### config.mk
export PLATFORM = sky130hd
export DESIGN_NAME = serial_subtractor
export DESIGN_NICKNAME = d
export VERILOG_FILES = /design/src/rtl/serial_sub_pkg.sv /design/src/rtl/full_adder.sv /design/src/rtl/serial_subtractor.sv
export SDC_FILE = /design/constraint.sdc
export NUM_CORES = 1
export LEC_CHECK = 0
export CAP_MARGIN = 20
export CORE_MARGIN = 1
export CORE_UTILIZATION = 55
export DETAILED_ROUTE_END_ITERATION = 7
export PLACE_DENSITY = 0.82
export SLEW_MARGIN = 20
export SYNTH_ARGS = -nofsm -noshare
export SYNTH_HDL_FRONTEND = slang
export SYNTH_SLANG_ARGS = --single-unit
### constraint.sdc
create_clock -name clk -period 2.7 [get_ports clk]
set_input_delay 0.675 -clock clk [delete_from_list [all_inputs] [get_ports clk]]
set_output_delay 0.675 -clock clk [all_outputs]
set_load 0.02 [all_outputs]
### src/rtl/serial_sub_pkg.sv
// Shared constants for the bit-serial subtractor: FSM state encoding,
// default operand width and counter sizing.
package serial_sub_pkg;

  localparam logic [1:0] ST_IDLE  = 2'd0;
  localparam logic [1:0] ST_SHIFT = 2'd1;
  localparam logic [1:0] ST_DONE  = 2'd2;

  localparam int DEFAULT_WIDTH = 8;

  // Bit-step counter only needs to reach WIDTH-1.
  function automatic int cnt_width(input int width);
    return (width < 2) ? 1 : $clog2(width);
  endfunction

endpackage

### src/rtl/full_adder.sv
// One-bit full adder cell reused by the serial datapath.
module full_adder (
  input  logic Bit1,
  input  logic Bit2,
  input  logic Cin,
  output logic Y,
  output logic Cout
);

  assign Y    = Bit1 ^ Bit2 ^ Cin;
  assign Cout = (Bit1 & Bit2) | (Bit1 & Cin) | (Bit2 & Cin);

endmodule

### src/rtl/serial_subtractor.sv
// Bit-serial A - B (A + ~B + 1) using a single full_adder over WIDTH cycles.
// Optional SERIAL_SUB_ADD_MODE_EN adds an 'op' input selecting A + B.
module serial_subtractor
  import serial_sub_pkg::*;
#(
  parameter int WIDTH = DEFAULT_WIDTH
) (
  input  logic             clk,
  input  logic             reset,
  input  logic             start,
`ifdef SERIAL_SUB_ADD_MODE_EN
  input  logic             op,
`endif
  input  logic [WIDTH-1:0] a,
  input  logic [WIDTH-1:0] b,
  output logic             busy,
  output logic             done,
  output logic [WIDTH-1:0] diff,
  output logic             borrow,
  output logic             overflow
);

  localparam int            CW   = cnt_width(WIDTH);
  localparam logic [CW-1:0] LAST = CW'(WIDTH - 1);

  logic [1:0]       state;
  logic [WIDTH-1:0] a_sh;
  logic [WIDTH-1:0] b_sh;
  logic [WIDTH-1:0] r_sh;
  logic [CW-1:0]    count;
  logic             carry;
  logic             a_msb;
  logic             b_msb;
  logic             sum;
  logic             cout;
  logic             load_add;
  logic             add_q;

`ifdef SERIAL_SUB_ADD_MODE_EN
  assign load_add = op;
`else
  assign load_add = 1'b0;
  assign add_q    = 1'b0;
`endif

  full_adder u_fa (
    .Bit1 (a_sh[0]),
    .Bit2 (b_sh[0]),
    .Cin  (carry),
    .Y    (sum),
    .Cout (cout)
  );

  always_ff @(posedge clk) begin
    if (reset) begin
      state    <= ST_IDLE;
      a_sh     <= '0;
      b_sh     <= '0;
      r_sh     <= '0;
      count    <= '0;
      carry    <= 1'b0;
      a_msb    <= 1'b0;
      b_msb    <= 1'b0;
      diff     <= '0;
      borrow   <= 1'b0;
      overflow <= 1'b0;
    end else begin
      case (state)
        ST_IDLE: begin
          if (start) begin
            // Subtract folds the "+1" into the initial carry.
            a_sh  <= a;
            b_sh  <= load_add ? b : ~b;
            carry <= ~load_add;
            count <= '0;
            a_msb <= a[WIDTH-1];
            b_msb <= b[WIDTH-1];
            state <= ST_SHIFT;
          end
        end
        ST_SHIFT: begin
          a_sh  <= a_sh >> 1;
          b_sh  <= b_sh >> 1;
          r_sh  <= {sum, r_sh[WIDTH-1:1]};
          carry <= cout;
          count <= count + 1'b1;
          if (count == LAST) begin
            diff     <= {sum, r_sh[WIDTH-1:1]};
            borrow   <= add_q ? cout : ~cout;
            overflow <= add_q ? ((a_msb == b_msb) && (sum != a_msb))
                              : ((a_msb != b_msb) && (sum != a_msb));
            state    <= ST_DONE;
          end
        end
        ST_DONE: state <= ST_IDLE;
        default: state <= ST_IDLE;
      endcase
    end
  end

`ifdef SERIAL_SUB_ADD_MODE_EN
  always_ff @(posedge clk) begin
    if (reset) begin
      add_q <= 1'b0;
    end else if (state == ST_IDLE && start) begin
      add_q <= op;
    end
  end
`endif

  assign busy = (state == ST_SHIFT) || (state == ST_DONE);
  assign done = (state == ST_DONE);

endmodule

Word level (Yosys, flattened, before mapping)
Index checks and enable logic that the tools add are counted.
{"block": "word_totals", "regBits": 42, "inputBits": 19, "out_inout_bits": 12, "wordCells": 47}
{"block": "classes", "add_sub_neg": 1, "n_eq_ne": 7, "n_mux": 11, "bitwise_logic": 9, "n_reduce_logical": 8}
{"operator": "case mux 8 bit (2 select lines)", "count": 2}
{"operator": "two-way mux 8 bit", "count": 2}
{"operator": "inverter 8 bit", "count": 1}
{"operator": "AND reduction 2 bit", "count": 4}
{"operator": "case mux 3 bit (2 select lines)", "count": 1}
{"operator": "two-way mux 2 bit", "count": 2}
{"operator": "inequality test 2 bit (second input constant)", "count": 2}
{"operator": "case mux 2 bit (2 select lines)", "count": 1}
{"operator": "adder 3 x 1 -> 3 bit (second input constant)", "count": 1}
{"operator": "AND 1 bit", "count": 3}
{"operator": "== test 3 bit (second input constant)", "count": 1}
{"operator": "two-way mux 3 bit", "count": 1}
{"operator": "== test 2 x 1 -> 1 bit (second input constant)", "count": 1}
{"operator": "== test 2 bit (second input constant)", "count": 1}
{"operator": "logical NOT 2 bit", "count": 1}
{"operator": "inequality test 1 bit", "count": 2}
{"operator": "OR 1 bit", "count": 2}
{"operator": "case mux 1 bit (2 select lines)", "count": 1}
{"operator": "nonzero test 2 bit", "count": 1}
{"operator": "bitwise XOR 1 bit", "count": 2}
{"operator": "logical AND 1 bit", "count": 1}
{"operator": "logical OR 1 bit", "count": 1}
{"operator": "two-way mux 1 bit", "count": 1}
{"operator": "inverter 1 bit", "count": 1}

Depth between registers and ports, before layout
{"block": "logic_depth", "word_depth": 4, "depth_mapped": 7}

Cells and area by module
From an unflattened synthesis, not the netlist that was laid out.
{"block": "unflattened", "hier_cells": 194, "hier_area_um2": 1801.7}
{"module": "serial_subtractor", "n_inst": 1, "cells_per_inst": 193, "area_per_inst_um2": 1781.7, "seq_area_each_um2": 820.8}
{"module": "full_adder", "n_inst": 1, "cells_per_inst": 1, "area_per_inst_um2": 20.0, "seq_area_each_um2": 0.0}

Worst setup path before layout
OpenSTA, ideal clock, no wires.
{"block": "synth_timing", "path_type": "reg-to-reg", "from": "reg state[0]", "to": "reg a_sh[0]", "setup_ns": 0.140, "arrival_time_ns": 1.349, "setup_slack_ns": 1.211, "stages_incl_launch_ff": 8, "period_less_slack_ns": 1.489, "path_cell_list": "dfxtp_1 > inv_1 > ha_1 > buf_6 > mux2_4 > buf_4 > nor2_1 > a211oi_2"}
{"block": "synth_between", "elab_chain_cells": 3, "word_cells_on_any_way": 6, "cone_classes": "2 x eq/ne; 1 x mux; 3 x reduce/logical"}
{"element": "start: declaration", "line": "serial_subtractor.sv:26", "text": "logic [1:0] state;"}
{"element": "start signal: assignment", "line": "serial_subtractor.sv:56", "text": "state <= ST_IDLE;"}
{"element": "start signal: assignment", "line": "serial_subtractor.sv:78", "text": "state <= ST_SHIFT;"}
{"element": "start signal: assignment", "line": "serial_subtractor.sv:92", "text": "state <= ST_DONE;"}
{"element": "== test 2 x 1 -> 1 bit or logical NOT 2 bit (tied branches)", "line": "serial_subtractor.sv:68", "text": "case (state)"}
{"element": "nonzero test 2 bit (no line) or inequality test 2 bit (tied branches)"}
{"element": "AND reduction 2 bit (no line)"}
{"element": "end signal: assignment", "line": "serial_subtractor.sv:82", "text": "a_sh <= a_sh >> 1;"}
{"element": "end: declaration", "line": "serial_subtractor.sv:27", "text": "logic [WIDTH-1:0] a_sh;"}
Several ways; a longest one is shown, not always the timed one.
A chain may end at the register's enable or synchronous reset.

Final worst setup path
{"block": "layout_timing", "from": "reg state[0]", "to": "out busy"}
{"block": "layout_between", "elab_chain_cells": 2, "word_cells_on_any_way": 3, "cone_classes": "2 x eq/ne; 1 x reduce/logical"}
{"element": "== test 2 x 1 -> 1 bit or == test 2 bit (tied branches)", "line": "serial_subtractor.sv:111", "text": "assign busy = (state == ST_SHIFT) || (state == ST_DONE);"}
{"element": "logical OR 1 bit *", "line": "serial_subtractor.sv:111"}
{"element": "end: declaration", "line": "serial_subtractor.sv:16", "text": "output logic busy,"}
Every way passes the cells marked *; elsewhere a longest branch is shown, timed or not.

==> results.yml <==
synth:
  synthArstFlopShare_pct: 0
  synth_nets: 240
  ys_seq_elements: 41
  syn_area_per_cell_um2: 9.02
  yosysWarnings: 0
  yosysSeqAreaShare_pct: 42.5
  syn_area_mm2: 0.00193
  synthFlopType: "dfxtp_1"
  synth_edf_count: 0
  synth.distinct_cells: 35
  synth_cells: 214
finish:
  final_common_cell: "dfxtp_1"
  diodes: 0
  nFillCells: 296
  seq_area_um2: 821
  final_cell_area_mm2: 0.00229
  drive_above_1_share_pct: 11.6
  layout_common_cells: "41 x dfxtp_1, 30 x clkdlybuf4s50_1, 28 x nor2_1"
  fin_nets: 266
  syn_to_final_growth_pct: 18.9
  fin_util_pct: 68.8
  multi_input_area_um2: 976
placed_design:
  placed_area_mm2: 0.00221
  portBuffers: 30
  routabilityCongestion: 0.752
  dp_hpwl_um: 2450
power_and_ir_drop:
  power.leakage_nw: 0.829
  ir_drop_v: 0.000484
  powerDensity_mw_per_mm2: 610
run_status:
  run_status: "completed"
routing:
  wl_per_cell_um: 11.9
  vias: 1484
  postRouteAntennaNets: 0
  drc: 0
  wl_um: 3410
  first_iter_violations: 81
  drt_first_pass_iters: 4
  routed_via_density: 5.17
critical_path:
  crit_required_ps: 2030
  r2r-start: "state[1]"
  path_cells: "inv_1 > ha_1 > clkdlybuf4s50_1"
  worst_r2r_endpoint: "b_sh[6]"
  r2r_slack_ps: 900
  endpoint_kind: "output pin"
  slowest_stage: "clkdlybuf4s50_1"
  worst-setup-path-type: "flip-flop to output pin"
  crit_arrival_ps: 1690
  critPathMaxFanout: 4
  cpPeakStageDelay_ps: 590
  reg2reg_depth: 5
  worst_setup_path_start_kind: "flip-flop"
grt:
  antenna_found_initial: 0
  grt-ovfl-total: 0
  grt_pass1_wl_um: 5660
  track_usage_pct: 20.3
  grt_max_degree: 23
  grt_pass1_vias: 1296
floorplanning:
  fp.dieH_um: 61.2
  die_w_um: 61.2
  core_area_mm2: 0.00334
  dieArea_mm2: 0.00375
  rows: 21
  initial_utilization_pct: 57.8
  ios: 31
cts:
  cts_buffers: 5
  clk_pin_slew_ps: 120
  cts_resized: 0
  clk_path_buf_depth: 2
  postCtsSetupRepairBufs: 0
  postCtsHoldBufs: 0
  clock_latency_ps: 350
  htree_num_levels: 2
  cts.sinks: 41
  cts_tree: "built"
  cts_root_buffer: "clkbuf_4"
timing:
  finalSetupViolations: 0
  rsz0062_at_grt: "no"
  skew_ps: 15.1
  fmax_mhz: 423
  timing.final.crit_share_pct: 87.6
  layout_min_cycle_time_ps: 2370
  setup_tns_ps: 0
  slew_violations: 0
  slew_headroom_pct: 61.8
  worst_pin_slew_ps: 573
  finalHoldViolations: 0
hold_path:
  holdPathEnd: "b_sh[2]"
  hold_depth: 2
  hold_path.class: "flip-flop to flip-flop"
  worstHoldStart: "b_sh[2]"
flow_run:
  cap_violations: 0
[synth_stat cells, types with 4 or more instances]
cell,instances,area [um^2]
a211oi_2,7,87.6
a21oi_1,24,120
and2_1,8,50.1
buf_6,6,67.6
clkbuf_1,4,15.0
dfxtp_1,41,821
ha_1,6,75.1
inv_1,5,18.8
mux2i_1,15,150
nand2_1,26,97.6
nor2_1,28,105
o21ai_0,10,50.1
[flip-flops by register name, summed over array words and instances (netlist names)]
signal,cells
overflow,1
a_msb,1
count,3
borrow,1
diff,8
r_sh,7
b_sh,8
b_msb,1
a_sh,8
carry,1
state,2
[critical path, delay by kind of cell (launching register included)]
| kind | cells | cell delay (ps) |
|---|---|---|
| adders and majority gates | 1 | 280 |
| buffers and inverters | 2 | 670 |
| DFF | 1 | 400 |
[power by group]
part,leakage (nW),total (W),switching [W],internal [W]
Clock,0.0414,0.000401,0.000205,0.000196
Sequential,0.334,0.000677,0.0000262,0.000651
Combinational,0.453,0.000322,0.000177,0.000145
[how the worst max path moves through the flow]
stage                   from       to  slack [ps]  cells after the start
global placement       start  b_sh[2]         660                      5
detailed placement     start  b_sh[6]         570                      5
global route        state[0]     busy         240                      3
floorplan           state[0]  a_sh[0]        1210                      7
CTS                 state[0]     busy         310                      3
finish              state[0]     busy         330                      3
[metal layers]
metal	up-vias	share of wire [%]	track usage, %
met2	25	48	34.3
met1	674	48	25.8
met5	-	0	0
met4	0	0.85	6.82
met3	4	3.5	4.41
li1	781	-	-
[per-stage QoR]
stage | worst slack (ps) | power (W) | hold WS, ps | instances
2_1_floorplan | 1210 | 0.000959 | 427 | 214
3_3_place_gp | 656 | 0.00101 | 433 | 279
3_5_place_dp | 571 | 0.00101 | 438 | 279
4_1_cts | 306 | 0.00141 | 456 | 287
5_1_grt | 242 | 0.00148 | 471 | 287
6_report | 334 | 0.00140 | 454 | 287
[layout make-up]
type	count	share of cell area, %
sequential	41	35.8
clock buffer	5	1.64
inverter	5	0.818
clock inverter	3	2.02
timing repair buffer	35	14.7
multi-input combinational	152	42.5
tap	46	2.51
[kinds of logic after synthesis]
| kind of cell | count (synthesis) | share of synthesized area [%] |
|---|---|---|
| mux | 17 | 9.27 |
| simple gates | 78 | 18.6 |
| buf+inv | 21 | 7.00 |
| xor+xnor | 1 | 0.454 |
| compound gates | 49 | 17.2 |
| fa+ha+maj | 7 | 4.93 |
| flops | 41 | 42.5 |
Note: power is estimated with default switching activity, not from simulation.
